$ cat config.mk
export PLATFORM = sky130hd
export DESIGN_NAME = qdr_rr_arbiter
export DESIGN_NICKNAME = d
export VERILOG_FILES = /design/src/rtl/qdr_rr_arbiter.sv
export SDC_FILE = /design/constraint.sdc
export NUM_CORES = 1
export LEC_CHECK = 0
export ABC_AREA = 1
export CAP_MARGIN = 40
export CORE_AREA = 2 2 175 177
export DETAILED_ROUTE_END_ITERATION = 16
export DIE_AREA = 0 0 177 179
export PLACE_DENSITY = 0.73
export SLEW_MARGIN = 20
export SYNTH_ARGS = -nofsm -noshare
export SYNTH_HDL_FRONTEND = slang
export SYNTH_SLANG_ARGS = --single-unit
export TNS_END_PERCENT = 10
$ cat constraint.sdc
create_clock -name qdr_clk -period 5.33 [get_ports qdr_clk]
set_clock_uncertainty 0.2 [all_clocks]
set_input_delay 0.533 -clock qdr_clk [delete_from_list [all_inputs] [get_ports qdr_clk]]
set_output_delay 0.533 -clock qdr_clk [all_outputs]
set_load 0.05 [all_outputs]
$ cat src/rtl/qdr_rr_arbiter.sv
// Round-robin arbiter sharing one QDR controller master port among NUM_PORTS requesters.
// Read returns are steered back to the issuing port through an in-order tag FIFO.
module qdr_rr_arbiter #(
  parameter int NUM_PORTS      = 4,
  parameter int QDR_ADDR_WIDTH = 32,
  parameter int QDR_DATA_WIDTH = 18,
  parameter int QDR_BW_WIDTH   = 2,
  parameter int TAG_DEPTH      = 16
) (
  input  logic                                  qdr_clk,
  input  logic                                  qdr_rst_n,
  input  logic [NUM_PORTS*QDR_ADDR_WIDTH-1:0]   req_addr,
  input  logic [NUM_PORTS-1:0]                  req_wr_strb,
  input  logic [NUM_PORTS*2*QDR_DATA_WIDTH-1:0] req_wr_data,
  input  logic [NUM_PORTS*2*QDR_BW_WIDTH-1:0]   req_wr_be,
  input  logic [NUM_PORTS-1:0]                  req_rd_strb,
  output logic [NUM_PORTS-1:0]                  req_ack,
  output logic [2*QDR_DATA_WIDTH-1:0]           req_rd_data,
  output logic [NUM_PORTS-1:0]                  req_rd_dvld,
  output logic [QDR_ADDR_WIDTH-1:0]             master_addr,
  output logic                                  master_wr_strb,
  output logic [2*QDR_DATA_WIDTH-1:0]           master_wr_data,
  output logic [2*QDR_BW_WIDTH-1:0]             master_wr_be,
  output logic                                  master_rd_strb,
  input  logic                                  master_ack,
  input  logic [2*QDR_DATA_WIDTH-1:0]           master_rd_data,
  input  logic                                  master_rd_dvld,
  output logic                                  tag_err
);

  localparam int PW  = $clog2(NUM_PORTS);
  localparam int TW  = $clog2(TAG_DEPTH);
  localparam int DBW = 2*QDR_DATA_WIDTH;
  localparam int BEW = 2*QDR_BW_WIDTH;
  localparam logic [NUM_PORTS-1:0] PORT0     = NUM_PORTS'(1);
  localparam logic [PW-1:0]        LAST_PORT = PW'(NUM_PORTS-1);
  localparam logic [TW:0]          FULL_CNT  = TAG_DEPTH[TW:0];

  logic [PW-1:0]        ptr;
  logic [PW-1:0]        grant_idx;
  logic [PW-1:0]        scan_idx;
  logic                 grant_vld;
  logic                 slot_free;
  logic                 accept;
  logic                 fifo_full;
  logic                 push;
  logic                 pop;
  logic [NUM_PORTS-1:0] request;
  logic [NUM_PORTS-1:0] eligible;
  logic [PW-1:0]        tag_mem [TAG_DEPTH];
  logic [TW-1:0]        wr_ptr;
  logic [TW-1:0]        rd_ptr;
  logic [TW:0]          count;

  assign request   = req_wr_strb | req_rd_strb;
  // Full is judged on the registered count only; a same-cycle pop does not free a slot.
  assign fifo_full = (count == FULL_CNT);
  assign eligible  = request & ~(req_rd_strb & {NUM_PORTS{fifo_full}});
  assign slot_free = (!master_wr_strb && !master_rd_strb) || master_ack;

  // Descending scan so the lowest offset from ptr wins.
  always_comb begin
    grant_vld = 1'b0;
    grant_idx = '0;
    scan_idx  = '0;
    for (int i = NUM_PORTS-1; i >= 0; i--) begin
      scan_idx = PW'((int'(ptr) + i) % NUM_PORTS);
      if (eligible[scan_idx]) begin
        grant_vld = 1'b1;
        grant_idx = scan_idx;
      end
    end
  end

  // Reset gates the combinational ack so it falls immediately with qdr_rst_n.
  assign accept  = slot_free && grant_vld && qdr_rst_n;
  assign req_ack = accept ? (PORT0 << grant_idx) : '0;
  assign push    = accept && req_rd_strb[grant_idx];
  assign pop     = master_rd_dvld && (count != '0);

  always_ff @(posedge qdr_clk or negedge qdr_rst_n) begin
    if (!qdr_rst_n) begin
      ptr            <= '0;
      master_addr    <= '0;
      master_wr_strb <= 1'b0;
      master_wr_data <= '0;
      master_wr_be   <= '0;
      master_rd_strb <= 1'b0;
    end else if (accept) begin
      ptr            <= (grant_idx == LAST_PORT) ? '0 : grant_idx + 1'b1;
      master_addr    <= req_addr[grant_idx*QDR_ADDR_WIDTH +: QDR_ADDR_WIDTH];
      master_wr_strb <= req_wr_strb[grant_idx];
      master_wr_data <= req_wr_data[grant_idx*DBW +: DBW];
      master_wr_be   <= req_wr_be[grant_idx*BEW +: BEW];
      master_rd_strb <= req_rd_strb[grant_idx];
    end else if (master_ack) begin
      master_wr_strb <= 1'b0;
      master_rd_strb <= 1'b0;
    end
  end

  always_ff @(posedge qdr_clk) begin
    if (push) tag_mem[wr_ptr] <= grant_idx;
  end

  always_ff @(posedge qdr_clk or negedge qdr_rst_n) begin
    if (!qdr_rst_n) begin
      wr_ptr <= '0;
      rd_ptr <= '0;
      count  <= '0;
    end else begin
      if (push) wr_ptr <= wr_ptr + 1'b1;
      if (pop)  rd_ptr <= rd_ptr + 1'b1;
      if (push && !pop)      count <= count + 1'b1;
      else if (pop && !push) count <= count - 1'b1;
    end
  end

  always_ff @(posedge qdr_clk or negedge qdr_rst_n) begin
    if (!qdr_rst_n) begin
      req_rd_dvld <= '0;
      req_rd_data <= '0;
      tag_err     <= 1'b0;
    end else begin
      req_rd_dvld <= pop ? (PORT0 << tag_mem[rd_ptr]) : '0;
      if (pop) req_rd_data <= master_rd_data;
      if (master_rd_dvld && (count == '0)) tag_err <= 1'b1;
    end
  end

endmodule

==> impl_metrics.tcl <==
set metrics [dict create \
    status "completed" \
    r2r_slack_ns 1.51 \
    min_period_over_period_pct 83.2 \
    antenna_found_initial 0 \
    synth-seq-cells 162 \
    hold_depth 2 \
    wirelength_um 33900 \
    clk_pin_slew_ns 0.07 \
    max_slew.worst_pin.slew_ns 0.813 \
    num-fill-cells 2927 \
    leakage_nw 8.03 \
    crit_required_ns 4.60 \
    io_buffers 454 \
    ys_seq_area_share_pct 41.7 \
    cp_slowest_stage_delay_ns 0.90 \
    dr.first_iter.drc_count 513 \
    critical_path.endpoint_type "output port" \
    ys_types 37 \
    grt_pass1_vias 10200 \
    irDropWorstVdd_mv 0.848 \
    critPathTopFamily "buffers and inverters" \
    sw_frac_of_total_pct 55.0 \
    grt_setup_unrepaired "false" \
    crit_top_cell "nand2_1" \
    cts_buffer_depth 2 \
    startpoint_type "register" \
    arrival_ns 3.70 \
    p_sw_mw 5.84 \
    post-dp-hpwl_um 25300 \
    crit_fanout 49 \
    cp_slowest_cell "clkdlybuf4s50_1" \
    ios 455 \
    fin_nets 2302 \
    die_x_um 177 \
    hold_violations 0 \
    fin_setup_tns_ns 0 \
    hold_end "master_wr_data[32]" \
    start_util_pct 33.7 \
    r2r_start "count[0]" \
    vias_per_cell 4.53 \
    period_needed_ns 4.44 \
    path_cells "nor2_2, nand3_2, nand2_1, nand3_1, nand2_1, o21ai_0, nand3_1, nand2_1, nand2_4, buf_4, ha_1, inv_1, nor2_1, clkdlybuf4s50_1" \
    avgSynthCellArea_um2 6.54 \
    num_antenna_cells 0 \
    dr.pass1.iters 5 \
    routabilityCongestion 0.890 \
    dieArea_um2 31700 \
    dieHeight_um 179 \
    grt_max_degree 153 \
    wire_per_inst_um 14.3 \
    syn_area_um2 10100 \
    worst_hold_slack_ns 0.278 \
    grt_use_total_pct 20.9 \
    synth_nets 1896 \
    cts_tree "built" \
    layout-drive-gt1-share_pct 3.97 \
    grt_first_pass_wirelength_um 52400 \
    overflow 0 \
    finalMaxSlewViolations 0 \
    clkSinkCount 162 \
    path_class "register to output port" \
    area_growth_pct 53.0 \
    timing.rr.end "master_wr_data[8]" \
    combPwrFrac_pct 69.2 \
    hold_path.class "register to register" \
    finalSetupViolations 0 \
    vias 10700 \
    ys_warn_count 0 \
    rows 64 \
    internal_power_mw 4.77 \
    worst-path-buf-inv 3 \
    postCtsSetupRepairBufs 0 \
    numCtsBuffers 17 \
    htreeDepth 4 \
    max_slew_margin_pct 45.8 \
    clock.fmax_ghz 0.225 \
    root_buffer "clkbuf_16" \
    coreArea_um2 30000 \
    powerDensity_nw_per_um2 686 \
    clk-insertion-delay-late_ns 0.41 \
    cap_viol_max_count 0 \
    syn-instance-count 1546 \
    hp-start "master_wr_data[32]" \
    ant_nets 0 \
    worst-r2r-cell-count 16 \
    p_clk_share_pct 11.2 \
    p_seq_share_pct 19.6 \
    drc 0 \
]
[registers in the layout, indices dropped and copies added, names as in the netlist, 5 cells and up]
signal and cells:
count 5, master_wr_data 36, tag_mem 32, master_addr 32, req_rd_data 36
[power groups by stage]
| stage | clock network (mW) | logic, mW | registers (mW) |
|---|---|---|---|
| floorplan | 0 | 4.39 | 3.15 |
| CTS | 1.23 | 7.38 | 2.08 |
| detailed placement | 0 | 7.36 | 2.09 |
| global route | 1.30 | 8.14 | 2.14 |
| global placement | 0 | 7.21 | 2.08 |
| finish | 1.18 | 7.34 | 2.08 |
[cell type report]
type,count,area [um2],area share (%)
multi-input combinational,1127,4750,30.7
clock buffer,17,425,2.75
inverter,175,659,4.26
timing repair buffer,469,4770,30.9
tap,396,495,3.20
sequential,162,4210,27.3
clock inverter,15,148,0.955
[what timing repair did]
action	in CTS	in global routing
hold buffers	1	0
endpoints found under the hold margin	60	0
gates resized for setup	0	0
endpoints found under the setup margin	0	0
[cells by family after synthesis]
logic type	Yosys count	share of synthesized area, %
xor gates and xnor gates	8	0.767
AOI/OAI and AO/OA	32	2.02
buffers and inverters	257	11.5
and+or+nand+nor	1069	41.8
muxes	4	0.396
DFF	162	41.7
adders and majority gates	14	1.81
[worst register-to-register path, cell delays in order (launching register included)]
cell and delay (ns):
dfrtp_1 0.44, nor2_2 0.17, nand3_2 0.14, nand2_1 0.11
nand3_1 0.12, nand3_1 0.23, nand3_2 0.14, nand3_2 0.13
nand2_4 0.08, buf_12 0.21, inv_4 0.58, buf_12 0.44
nand2_1 0.37, nand3_1 0.17, nand2_1 0.08, nand2_1 0.06
nand2_1 0.05
[how the worst max path moves through the flow]
stage,cells past startpoint,end,start,slack (ns)
floorplan,13,req_ack[2],count[0],1.89
global placement,15,req_ack[2],req_rd_strb[0],1.10
detailed placement,14,req_ack[2],req_rd_strb[0],0.97
CTS,14,req_ack[2],count[0],0.89
global route,14,req_ack[2],count[0],0.63
finish,14,req_ack[2],count[0],0.89
[placed cells by master (no fill, tap or decap), types with 4 or more instances in the layout]
| master | n |
|---|---|
| buf_12 | 8 |
| inv_2 | 5 |
| dfrtp_1 | 130 |
| mux2i_1 | 4 |
| nand2_1 | 894 |
| nand2_2 | 11 |
| inv_1 | 169 |
| nand3_1 | 102 |
| edfxtp_1 | 32 |
| buf_4 | 8 |
| xor2_1 | 5 |
| o221ai_1 | 4 |
| clkbuf_16 | 17 |
| nand3_2 | 4 |
| o21ai_0 | 14 |
| nor2_1 | 48 |
| clkdlybuf4s50_1 | 450 |
| ha_1 | 13 |
| clkinvlp_4 | 4 |
| inv_8 | 5 |
[metal layers]
metal,GRT usage (%),share of wire [%],up-vias
met5,0,0,-
met4,7.06,2.9,0
met3,5.87,7.5,58
met2,36.4,50,365
met1,24.6,40,4839
li1,-,-,5434
[per-stage QoR]
stage	area [um2]	cells	setup WS [ns]	power (mW)	utilization, %
after floorplan	10100	1546	1.89	7.54	-
after global placement	14800	2324	1.10	9.28	49.3
after detailed placement	14900	2327	0.974	9.45	49.5
after CTS	15400	2360	0.887	10.7	51.4
after global routing	15500	2361	0.635	11.6	51.5
final	15500	2361	0.894	10.6	51.5
[synth_stat cells, drive strengths merged]
library cell,n,share of area [%]
o21bai,1,0.074
nand2,908,34
a21o,2,0.15
dfrtp,130,32
clkbuf,24,0.89
nor2,49,1.8
or2,1,0.062
a21oi,3,0.15
o32ai,3,0.26
buf,58,4.1
xnor2,2,0.17
edfxtp,32,9.5
a31oi,1,0.062
xor2,6,0.59
nand3,107,5.5
nor3,1,0.049
ha,13,1.6
o211ai,3,0.22
o221ai,4,0.35
nand4,2,0.12
fa,1,0.20
inv,175,6.5
mux2i,4,0.40
nand3b,1,0.074
o22ai,1,0.062
o21ai,14,0.69
Note: power is estimated with default switching activity, not from simulation.
